<file path="config.mk">
export PLATFORM = sky130hd
export DESIGN_NAME = fx_requant_pipe_flat
export DESIGN_NICKNAME = d
export VERILOG_FILES = /design/src/rtl/fx_requant_pipe_if.sv /design/src/rtl/fx_requant_pipe.sv /design/src/flat_wrapper.sv
export SDC_FILE = /design/constraint.sdc
export NUM_CORES = 1
export LEC_CHECK = 0
export BUFFER_PORTS_ARGS = -buffer_cell sky130_fd_sc_hd__buf_4
export CORE_ASPECT_RATIO = 0.8
export CORE_MARGIN = 1.5
export CORE_UTILIZATION = 52
export DETAILED_ROUTE_END_ITERATION = 12
export GPL_TIMING_DRIVEN = 0
export PLACE_DENSITY_LB_ADDON = 0.08
export RECOVER_POWER = 50
export SKIP_CTS_REPAIR_TIMING = 1
export SLEW_MARGIN = 0
export SYNTH_ARGS = -nofsm -noshare
export SYNTH_HDL_FRONTEND = slang
export SYNTH_SLANG_ARGS = --single-unit
export TNS_END_PERCENT = 10
</file>
<file path="constraint.sdc">
create_clock -name clk -period 2.36 [get_ports clk]
set_clock_uncertainty 0.2 [all_clocks]
set_input_delay 0.118 -clock clk [delete_from_list [all_inputs] [get_ports clk]]
set_output_delay 0.118 -clock clk [all_outputs]
set_load 0.1 [all_outputs]
</file>
<file path="src/rtl/fx_requant_pipe_if.sv">
// Valid/ready stream bundle for the requantizer: wide signed input side and narrow output side.
// The slave modport is the requantizer's view; master is the surrounding logic.
interface fx_requant_pipe_if #(
  parameter int IN_W  = 15,
  parameter int OUT_W = 10
);
  logic [IN_W-1:0]  i_data;
  logic             i_valid;
  logic             i_ready;
  logic [OUT_W-1:0] o_data;
  logic             o_valid;
  logic             o_ready;

  modport master (
    output i_data, i_valid, o_ready,
    input  i_ready, o_data, o_valid
  );

  modport slave (
    input  i_data, i_valid, o_ready,
    output i_ready, o_data, o_valid
  );
endinterface

</file>
<file path="src/rtl/fx_requant_pipe.sv">
// Two-stage fixed-point requantizer: stage 1 drops LSBs with selectable rounding,
// stage 2 wraps or saturates into OUT_W bits and feeds a sticky flag / saturating overflow counter.
module fx_requant_pipe #(
  parameter int IN_W       = 15,
  parameter int IN_FRAC    = 10,
  parameter int OUT_W      = 10,
  parameter int OUT_FRAC   = 6,
  parameter int ROUND_MODE = 1,
  parameter int OVF_MODE   = 1,
  parameter int CNT_W      = 16
) (
  input  logic             clk,
  input  logic             rst,
  fx_requant_pipe_if.slave bus,
  input  logic             i_clr_ovf,
  output logic             o_ovf_sticky,
  output logic [CNT_W-1:0] o_ovf_cnt
);

  localparam int D  = IN_FRAC - OUT_FRAC;
  localparam int QW = IN_W + 1;

  localparam logic signed [QW-1:0] Q_ZERO = '0;
  localparam logic signed [QW-1:0] Q_MAX  = QW'(2 ** (OUT_W - 1) - 1);
  localparam logic signed [QW-1:0] Q_MIN  = ~Q_MAX;
  localparam logic [CNT_W-1:0]     CNT_MAX = '1;

  if (D < 0) begin : g_bad_frac
    $error("fx_requant_pipe: IN_FRAC must not be smaller than OUT_FRAC");
  end

  logic                    s1_v_q, s1_v_d;
  logic signed [QW-1:0]    s1_data_q, s1_data_d;
  logic                    s2_v_q, s2_v_d;
  logic [OUT_W-1:0]        s2_data_q, s2_data_d;
  logic                    sticky_q, sticky_d;
  logic [CNT_W-1:0]        cnt_q, cnt_d;

  logic                    adv1, adv2;
  logic signed [QW-1:0]    in_ext;
  logic signed [QW-1:0]    q_rnd;
  logic                    s2_ovf;
  logic [OUT_W-1:0]        s2_res;
  logic                    ovf_evt;

  // One extra headroom bit so rounding the most positive input up cannot wrap negative.
  assign in_ext = {bus.i_data[IN_W-1], bus.i_data};

  if (D == 0) begin : g_no_drop
    assign q_rnd = in_ext;
  end else begin : g_drop
    localparam logic signed [QW-1:0] HALF = QW'(2 ** (D - 1));

    logic                 tie;
    logic                 inc;
    logic signed [QW-1:0] addend;
    logic signed [QW-1:0] sum;

    always_comb begin
      tie = (bus.i_data[D-1:0] == HALF[D-1:0]);
      inc = 1'b1;
      case (ROUND_MODE)
        0:       inc = 1'b0;
        2:       inc = ~(tie & ~bus.i_data[D]);
        default: inc = 1'b1;
      endcase
      addend = inc ? HALF : Q_ZERO;
      sum    = in_ext + addend;
    end

    assign q_rnd = sum >>> D;
  end

  always_comb begin
    s2_ovf = (s1_data_q > Q_MAX) || (s1_data_q < Q_MIN);
    s2_res = s1_data_q[OUT_W-1:0];
    if ((OVF_MODE == 1) && s2_ovf) begin
      s2_res = s1_data_q[QW-1] ? {1'b1, {(OUT_W-1){1'b0}}} : {1'b0, {(OUT_W-1){1'b1}}};
    end
  end

  // Overflow is judged once, on the edge a sample moves into stage 2, so a held sample never recounts.
  always_comb begin
    adv2 = ~s2_v_q | bus.o_ready;
    adv1 = ~s1_v_q | adv2;

    s1_v_d    = adv1 ? bus.i_valid : s1_v_q;
    s1_data_d = (adv1 && bus.i_valid) ? q_rnd : s1_data_q;
    s2_v_d    = adv2 ? s1_v_q : s2_v_q;
    s2_data_d = (adv2 && s1_v_q) ? s2_res : s2_data_q;

    ovf_evt  = adv2 & s1_v_q & s2_ovf;
    sticky_d = sticky_q;
    cnt_d    = cnt_q;
    if (i_clr_ovf) begin
      sticky_d = ovf_evt;
      cnt_d    = ovf_evt ? CNT_W'(1) : '0;
    end else if (ovf_evt) begin
      sticky_d = 1'b1;
      cnt_d    = (cnt_q == CNT_MAX) ? cnt_q : cnt_q + CNT_W'(1);
    end
  end

  always_ff @(posedge clk) begin
    if (rst) begin
      s1_v_q    <= 1'b0;
      s1_data_q <= '0;
      s2_v_q    <= 1'b0;
      s2_data_q <= '0;
      sticky_q  <= 1'b0;
      cnt_q     <= '0;
    end else begin
      s1_v_q    <= s1_v_d;
      s1_data_q <= s1_data_d;
      s2_v_q    <= s2_v_d;
      s2_data_q <= s2_data_d;
      sticky_q  <= sticky_d;
      cnt_q     <= cnt_d;
    end
  end

  assign bus.i_ready  = adv1;
  assign bus.o_valid  = s2_v_q;
  assign bus.o_data   = s2_data_q;
  assign o_ovf_sticky = sticky_q;
  assign o_ovf_cnt    = cnt_q;

endmodule

</file>
<file path="src/flat_wrapper.sv">
// flat-port wrapper written by rule: the top's interface ports become plain ports
module fx_requant_pipe_flat 
#(
  parameter int IN_W       = 15,
  parameter int IN_FRAC    = 10,
  parameter int OUT_W      = 10,
  parameter int OUT_FRAC   = 6,
  parameter int ROUND_MODE = 1,
  parameter int OVF_MODE   = 1,
  parameter int CNT_W      = 16
)
  (clk, rst, i_clr_ovf, o_ovf_sticky, o_ovf_cnt, bus_i_data, bus_i_valid, bus_o_ready, bus_i_ready, bus_o_data, bus_o_valid);
  fx_requant_pipe_if #(.IN_W(IN_W), .OUT_W(OUT_W)) bus_i ();
  input  logic clk;
  input  logic rst;
  input  logic i_clr_ovf;
  output logic o_ovf_sticky;
  output logic [CNT_W-1:0] o_ovf_cnt;
  input wire logic [$bits(bus_i.i_data)-1:0] bus_i_data;
  input wire logic [$bits(bus_i.i_valid)-1:0] bus_i_valid;
  input wire logic [$bits(bus_i.o_ready)-1:0] bus_o_ready;
  output wire logic [$bits(bus_i.i_ready)-1:0] bus_i_ready;
  output wire logic [$bits(bus_i.o_data)-1:0] bus_o_data;
  output wire logic [$bits(bus_i.o_valid)-1:0] bus_o_valid;
  assign bus_i.i_data = bus_i_data;
  assign bus_i.i_valid = bus_i_valid;
  assign bus_i.o_ready = bus_o_ready;
  assign bus_i_ready = bus_i.i_ready;
  assign bus_o_data = bus_i.o_data;
  assign bus_o_valid = bus_i.o_valid;
  fx_requant_pipe #(.IN_W(IN_W), .IN_FRAC(IN_FRAC), .OUT_W(OUT_W), .OUT_FRAC(OUT_FRAC), .ROUND_MODE(ROUND_MODE), .OVF_MODE(OVF_MODE), .CNT_W(CNT_W)) u_core (.clk(clk), .rst(rst), .bus(bus_i), .i_clr_ovf(i_clr_ovf), .o_ovf_sticky(o_ovf_sticky), .o_ovf_cnt(o_ovf_cnt));
endmodule
</file>
==> results of run 1 <==
## logic make-up after synthesis
group / after synthesis
AOI/OAI and AO/OA: 34
adders and majority gates: 2
xor gates and xnor gates: 21
muxes: 1
buffers and inverters: 13
DFF: 41
and+or+nand+nor: 113
## power by group
group / leakage (nW) / total [W] / switching [W] / internal, W
registers: 0.342 / 0.000745 / 0.0000223 / 0.000723
logic: 0.438 / 0.000268 / 0.000196 / 0.0000724
clock network: 0.0585 / 0.000587 / 0.000242 / 0.000345
total: 0.838 / 0.00160 / 0.000460 / 0.00114
## metrics by stage
stage	cell area, um^2	instances
floorplan	1890	225
global placement	2270	311
detailed placement	2270	311
CTS	2390	319
global route	2380	329
finish	2380	329
## worst max-delay path, stage by stage, from the launching register on
cell	delay [ns]
dfxtp_2	0.38
nand4_1	0.29
nor4_4	0.56
nor2_1	0.10
or3b_2	0.45
a21oi_1	0.13
## flip-flops by register name, summed over array words and instances (netlist names)
name                 flops
u_core.bus.o_valid       1
u_core.o_ovf_cnt        16
u_core.bus.o_data       10
u_core.s1_v_q            1
u_core.o_ovf_sticky      1
u_core.s1_data_q        12
## worst min-delay path by stage
| stage | start | endpoint | slack, ns | cells after the start |
|---|---|---|---|---|
| floorplan | bus_i_data[14] | u_core.s1_data_q[11] | 0.07 | 2 |
| finish | bus_i_data[8] | u_core.s1_data_q[4] | -0.01 | 3 |
| global route | bus_i_data[9] | u_core.s1_data_q[5] | 0.006 | 3 |
| global placement | bus_i_valid | u_core.s1_v_q | 0.18 | 3 |
| CTS | bus_i_valid | u_core.s1_v_q | -0.13 | 3 |
| detailed placement | bus_i_valid | u_core.s1_v_q | 0.18 | 3 |
## layer usage
metal  vias to the layer above  GRT usage  wire, um
met1                       850      0.304      2240
li1                        916          -         -
met5                         -          0         0
met3                        11     0.0539       226
met4                         0     0.0907        78
met2                        45      0.339      1780
## final cells by class
cell class	instances	share of cell area
multi-input cells	171	0.421
flip-flops and latches	41	0.352
repair buffers	54	0.136
clock buffers	7	0.0363
well taps	42	0.0221
plain buffers	10	0.0158
clock inverters	1	0.0126
inverters	3	0.00473
## cells in the final DEF (no fill, tap or decap), drive strengths merged
master and instances:
a211oi 10, nor4b 2, and2 3, a21oi 19, nand3 10, dlygate4sd3 10
and3 2, nor2b 1, or2 1, or4 1, or3 4, bufinv 1
nor4 8, nor2 37, nand2b 2, buf 14, a31o 1, dfxtp 41
mux2i 1, or3b 1, nand4 9, nor3 13, o21ai 4, nor3b 1
ha 2, and4 2, xnor2 13, inv 3, xor2 8, clkbuf 47
nand2 16
==> reports/results.ini, run 1 <==
[synthesis]
yosys.area_share.simple=0.313
synthesis.area_um2=1870
synthCells=225
synth_fp_nets=247
post-synth-top-count-cell=dfxtp_1
yosysWarnings=0
ys_async_sr_fraction=0
synth-edff-count=0
ys.flop_type=dfxtp_1
synth_compound_area_frac=0.106
synth_top_area_share=0.438
netlist-cell-type-count=31
synth_mux_area_frac=0.00534
synth_top_cell_by_area=dfxtp_1
synth_xor_area_frac=0.0982
ys_top_cells_by_area=dfxtp_1, nor2_1, xnor2_1
synth_common_cells=dfxtp_1, nor2_1, a21oi_1
synth_seq_cells=41
yosysSeqAreaShare=0.438
syn_avg_cell_area_um2=8.32
synth_top_family_by_area=simple AND/OR/NAND/NOR gates
synth_adder_area_share=0.0134

[clock_network]
cts_sinks=41
clk_pin_slew_ns=0.08
insertion_delay_ns=0.30
cts_made_buffers=5
cts_root_buffer=clkbuf_8
clk_path_buf_depth=2
tritoncts=yes
htree_levels=2

[timing]
fin_crit_sh=0.929
setup_violations=0
finalSetupTns_ns=0
hold_slack_ns=-0.0114
max_slew_margin=0.212
fmax_mhz=456
fin_ws_ns=0.168
hold_viol_final=3
drv_slew=0
period_needed_ns=2.19
rsz0062_at_grt=no
tightest_slew_ns=1.19

[die]
num_io_pins=49
num_rows=19
start_util=0.543
core_area_um2=3450
die-area_um2=3970
die_h_um=56.7
die_w_um=70.1

[place]
dp_slack_ns=0.0770
dp_hpwl_um=3050
placement.io_buffers=44
gp_congestion=0.858

[detailed_routing]
drt_iter0_drc=75
wirelength_um=4330
vias=1822
firstDrtPassIters=4
drc=0
avgRoutedWirePerCell_um=13.1
ant_nets=0
viasPerCell=5.54

[layout]
fin_nets=308
area_growth_pct=27.1
nFillCells=309
utilization=0.691
multiInputGateArea_um2=1000
num_antenna_cells=0
final_layout_size_suffix_gt1_frac=0.146
seq_area_um2=837

[worst_setup_path]
required_ns=2.37
reg2reg_to=u_core.o_ovf_cnt[0]
rrSetupSlack_ns=0.17
worstSetupPathType=reg2reg
critPathArrivalTime_ns=2.21
r2r_cells=5
cp-start-kind=flip-flop
critical_path_peak_fanout=8
cp-startpoint=u_core.o_ovf_cnt[11]
end_kind=flip-flop
crit_end=u_core.o_ovf_cnt[0]
r2r-start=u_core.o_ovf_cnt[11]

[pwr]
p_leak_nw=0.838
powerDensity_nw_per_um2=672
power.total_w=0.00160
ir_drop_mv=0.419

[min_path]
hold_class=in2reg

[run]
cap_violations=0

[outcome]
status=complete, but fails checks
violations=hold timing

[global_routing]
grt_overflow=0
grt.total_usage=0.223
grt_pass1_wl_um=7090
grt_pass1_vias=1607
antenna_found_initial=0
grt_max_degree=13

(Power assumes the default switching activity.)
==> inputs of run 2 (changes only) <==
- PLACE_DENSITY: not set -> 0.79
- PLACE_DENSITY_LB_ADDON: 0.08 -> not set
==> reports/results.ini, run 2 (synthesis gave the netlist of run 1 again) <==
[detailed_routing]
wirelength_um=4480  ; +3.6%
vias=1820  ; -0.11%
avgRoutedWirePerCell_um=13.7  ; +3.9%
drc=0  ; unchanged
viasPerCell=5.55  ; +0.19%
drt_iter0_drc=95  ; +27%
ant_nets=0  ; unchanged
firstDrtPassIters=4  ; unchanged

[worst_setup_path]
r2r_cells=6  ; +1
critical_path_peak_fanout=10  ; +2
crit_end=u_core.s1_data_q[11]
required_ns=2.39  ; +0.02 ns
r2r-start=u_core.bus.o_valid
end_kind=flip-flop
worstSetupPathType=in2reg
reg2reg_to=u_core.s1_data_q[11]
cp-start-kind=primary input
critPathArrivalTime_ns=2.31  ; +0.10 ns
cp-startpoint=bus_o_ready
rrSetupSlack_ns=0.12  ; -0.05 ns

[layout]
largest_reg_flops=16  ; unchanged
fin_nets=307  ; -0.32%
final_common_cell=clkbuf_1
final_layout_size_suffix_gt1_frac=0.157  ; +0.0110
final_cell_mix=clkbuf_1, nor2_1, dfxtp_1
final_cell_area_um2=2340  ; -1.7%
num_antenna_cells=0  ; unchanged
area_growth_pct=24.9

[die]
die_h_um=56.7  ; unchanged
num_rows=19  ; unchanged
die_w_um=70.1  ; unchanged
die-area_um2=3970  ; unchanged
start_util=0.543  ; unchanged
num_io_pins=49  ; unchanged
core_area_um2=3450  ; unchanged

[global_routing]
grt_max_degree=14  ; +1
grt_pass1_vias=1538  ; -4.3%
grt_overflow=0  ; unchanged
antenna_found_initial=0  ; unchanged
grt.total_usage=0.223  ; unchanged
grt_pass1_wl_um=7150  ; +0.87%

[clock_network]
htree_levels=2  ; unchanged
cts_made_buffers=5  ; unchanged
cts_root_buffer=clkbuf_8
cts_sinks=41  ; unchanged
clk_path_buf_depth=2  ; unchanged
clk_pin_slew_ns=0.07  ; about the same
insertion_delay_ns=0.29  ; about the same
tritoncts=yes

[pwr]
p_leak_nw=0.830  ; -0.99%
intPower_w=0.00103  ; -9.9%
ir_drop_mv=0.406  ; -3.1%
power.total_w=0.00149  ; -6.8%
switching_share=0.311  ; +0.0233
p_sw_w=0.000463  ; +0.72%
seqPwrFrac=0.500  ; +0.034
comb_power_share=0.177  ; +0.009
powerDensity_nw_per_um2=637  ; -5.2%
clockPowerShare=0.323  ; -0.044

[min_path]
hold_class=in2reg

[outcome]
status=complete, but fails checks
violations=hold timing

[place]
placement.io_buffers=44  ; unchanged
dpl-instance-area_um2=2270  ; unchanged
dp_hpwl_um=3150  ; +3.1%
gp_congestion=0.785  ; -8.4%

[timing]
drv_slew=0  ; unchanged
rsz0062_at_grt=no
setup_violations=0  ; unchanged
hold_viol_final=3  ; unchanged
max_slew_margin=0.219  ; +0.00782
period_needed_ns=2.28  ; +0.0873 ns
fin_crit_sh=0.966  ; +0.0370
hold_slack_ns=-0.0290  ; -0.0175 ns
tightest_slew_ns=1.18  ; -0.0118 ns
fmax_mhz=439  ; -3.8%

[run]
cap_violations=0  ; unchanged

-- run 2: cell types whose count changed in the layout (fill, tap and decap cells not counted), sizes merged --
cell	delta
dlygate4sd3	-4
buf	+3
clkinv	+2
bufinv	-1
clkbuf	-1
-- run 2: stage by stage --
step	worst slack (ns)	hold slack (ns)	instances	utilization	setup TNS, ns
2_1_floorplan	-0.152	0.0655	225	-	-0.332
3_3_place_gp	0.0659	0.194	311	0.659	0
3_5_place_dp	0.0119	0.190	311	0.659	0
4_1_cts	-0.0495	-0.0921	319	0.687	-0.0495
5_1_grt	0.00585	0.00393	328	0.679	0
6_report	0.0803	-0.0290	328	0.679	0
-- run 2: layer usage --
layer / vias to the layer above / track usage / wire length [um]
met1: 824 / 0.335 / 2250
met4: 0 / 0.0577 / 24
met2: 76 / 0.320 / 1860
li1: 918 / - / -
met3: 2 / 0.0503 / 348
met5: - / 0 / 0
-- run 2: how the worst min path moves through the flow --
stage / startpoint / cells past startpoint / to / slack, ns
after floorplan: bus_i_data[14] / 2 / u_core.s1_data_q[11] / 0.07
after global placement: bus_i_valid / 3 / u_core.s1_v_q / 0.19
after detailed placement: bus_i_valid / 3 / u_core.s1_v_q / 0.19
after CTS: bus_i_data[14] / 3 / u_core.s1_data_q[11] / -0.09
after global routing: bus_i_data[8] / 3 / u_core.s1_data_q[4] / 0.004
final: bus_i_data[7] / 3 / u_core.s1_data_q[3] / -0.03
-- run 2: critical path, cell delays in order --
cell           delay [ns]
dlygate4sd3_1        0.53
buf_4                0.10
nor2b_1              0.05
a21oi_1              0.30
clkbuf_1             0.40
nand3_1              0.13
a21oi_1              0.14
dlygate4sd3_1        0.55
-- run 2: cell type report --
cell class | instances | area [um^2]
fillers | 329 | 1110
flip-flops and latches | 41 | 837
multi-input cells | 171 | 1000
repair buffers | 53 | 302
plain buffers | 10 | 37.5
well taps | 42 | 52.6
clock inverters | 2 | 13.8
inverters | 3 | 11.3
clock buffers | 6 | 82.6
-- run 2: power groups by stage --
stage | combinational (W) | clock, W | sequential (W)
after detailed placement | 0.000266 | 0 | 0.000762
after global routing | 0.000280 | 0.000510 | 0.000751
after CTS | 0.000268 | 0.000481 | 0.000746
after global placement | 0.000263 | 0 | 0.000761
after floorplan | 0.0000874 | 0 | 0.000865
final | 0.000264 | 0.000481 | 0.000746
==> inputs of run 3 (changes only) <==
- RECOVER_POWER: 50 -> 25
==> reports/results.ini, run 3 (synthesis gave the netlist of run 1 again) <==
[global_routing]
grt_use_met1=0.335  ; unchanged
grt.total_usage=0.223  ; unchanged
met3_usage=0.0503  ; unchanged
grt_pass1_vias=1538  ; unchanged
grt_util_met2=0.320  ; unchanged
grt_pass1_wl_um=7150  ; unchanged
grt_max_degree=14  ; unchanged
grt-busiest-layer=met1
grt_overflow=0  ; unchanged
antenna_found_initial=0  ; unchanged

[timing]
hold_viol_final=3  ; unchanged
fmax_mhz=438  ; -0.15%
period_needed_ns=2.28  ; +0.00343 ns
fin_ws_ns=0.0768  ; -0.00343 ns
rsz0062_at_grt=no
drv_slew=0  ; unchanged
fin_crit_sh=0.967  ; +0.00146
max_slew_margin=0.219  ; about the same
setup_violations=0  ; unchanged
finalSetupTns_ns=0  ; unchanged
tightest_slew_ns=1.18  ; -0.00000191 ns
hold_slack_ns=-0.0276  ; +0.00134 ns

[clock_network]
cts_made_buffers=5  ; unchanged
cts_sinks=41  ; unchanged
htree_levels=2  ; unchanged
clk_path_buf_depth=2  ; unchanged
insertion_delay_ns=0.29  ; about the same
tritoncts=yes
clk_pin_slew_ns=0.07  ; about the same
cts_root_buffer=clkbuf_8

[worst_setup_path]
r2r-start=u_core.bus.o_valid
worstSetupPathType=in2reg
critPathArrivalTime_ns=2.31  ; about the same
r2r_cells=6  ; unchanged
reg2reg_to=u_core.s1_data_q[11]
rrSetupSlack_ns=0.12  ; about the same
end_kind=flip-flop
required_ns=2.39  ; about the same
cp-start-kind=primary input
critical_path_peak_fanout=10  ; unchanged

[detailed_routing]
ant_nets=0  ; unchanged
vias=1807  ; -0.71%
firstDrtPassIters=4  ; unchanged
drt_iter0_drc=123  ; +29%
drc=0  ; unchanged
avgRoutedWirePerCell_um=13.6  ; -0.33%
wirelength_um=4470  ; -0.33%
viasPerCell=5.51  ; -0.71%

[outcome]
status=complete, but fails checks
violations=hold timing

[layout]
num_antenna_cells=0  ; unchanged
nFillCells=308  ; -6.4%
final_common_cell=nor2_1
seq_area_um2=837  ; unchanged
fin_nets=307  ; unchanged
final_layout_size_suffix_gt1_frac=0.206  ; +0.0490
final_cell_mix=nor2_1, buf_4, dfxtp_1
area_growth_pct=27.9
final_cell_area_um2=2390  ; +2.4%
multiInputGateArea_um2=1000  ; unchanged
utilization=0.695  ; +0.0160
largest_reg_flops=16  ; unchanged

[die]
num_rows=19  ; unchanged
start_util=0.543  ; unchanged
core_area_um2=3450  ; unchanged
die_w_um=70.1  ; unchanged
die-area_um2=3970  ; unchanged
die_h_um=56.7  ; unchanged
num_io_pins=49  ; unchanged

[pwr]
switching_share=0.309  ; -0.00162
seqPwrFrac=0.500  ; about the same
power.total_w=0.00149  ; about the same
clockPowerShare=0.321  ; -0.002
powerDensity_nw_per_um2=623  ; -2.2%
intPower_w=0.00103  ; +0.30%
p_leak_nw=0.889  ; +7.2%
comb_power_share=0.179  ; +0.002
p_sw_w=0.000461  ; -0.46%
ir_drop_mv=0.404  ; -0.60%

[min_path]
hold_class=in2reg
hold_start=bus_i_data[7]
hold_path_end=u_core.s1_data_q[3]
holdPathStages=3  ; unchanged

[place]
gp_congestion=0.785  ; unchanged
dp_hpwl_um=3150  ; unchanged
dpl-instance-area_um2=2270  ; unchanged
placement.io_buffers=44  ; unchanged
dp_slack_ns=0.0119  ; unchanged

[run]
cap_violations=0  ; unchanged

-- run 3: changes by cell type in the layout (fill, tap and decap cells not counted), sizes merged --
cell	change
buf	+15
clkbuf	-15
-- run 3: critical path: stages --
cell and delay [ns]:
dlygate4sd3_1 0.53, buf_4 0.10, nor2b_1 0.05, a21oi_1 0.30, clkbuf_1 0.40, nand3_1 0.13, a21oi_1 0.14, dlygate4sd3_1 0.55
-- run 3: area by class of cell --
class,instances,area share
Buffer,10,0.0157
Clock buffer,6,0.0345
Clock inverter,2,0.00575
Inverter,3,0.00470
Multi-Input combinational cell,171,0.419
Sequential cell,41,0.350
Tap cell,42,0.0219
Timing Repair Buffer,53,0.149
-- run 3: per-layer routing --
metal  routed length, um  vias to the layer above
li1                    -                      917
met1                2280                      831
met2                1900                       57
met3                 261                        2
met4                  24                        0
met5                   0                        -
-- run 3: worst max-delay path by stage --
| stage | startpoint | to | slack [ns] | cells past startpoint |
|---|---|---|---|---|
| floorplan | u_core.o_ovf_cnt[8] | u_core.o_ovf_cnt[0] | -0.15 | 5 |
| global placement | u_core.o_ovf_cnt[0] | u_core.o_ovf_cnt[0] | 0.07 | 6 |
| detailed placement | u_core.o_ovf_cnt[0] | u_core.o_ovf_cnt[0] | 0.01 | 6 |
| CTS | u_core.o_ovf_cnt[0] | u_core.o_ovf_cnt[0] | -0.05 | 6 |
| global route | u_core.o_ovf_cnt[0] | u_core.o_ovf_cnt[12] | 0.005 | 5 |
| finish | bus_o_ready | u_core.s1_data_q[11] | 0.08 | 8 |
-- run 3: stage by stage --
| stage | cells | hold WS, ns |
|---|---|---|
| 2_1_floorplan | 225 | 0.0655 |
| 3_3_place_gp | 311 | 0.194 |
| 3_5_place_dp | 311 | 0.190 |
| 4_1_cts | 319 | -0.0921 |
| 5_1_grt | 328 | 0.00393 |
| 6_report | 328 | -0.0276 |
-- run 3: power groups by stage --
stage	logic (W)	clock network (W)	registers [W]
after detailed placement	0.000266	0	0.000762
after global placement	0.000263	0	0.000761
final	0.000267	0.000479	0.000746
after global routing	0.000283	0.000510	0.000751
after floorplan	0.0000874	0	0.000865
after CTS	0.000268	0.000481	0.000746
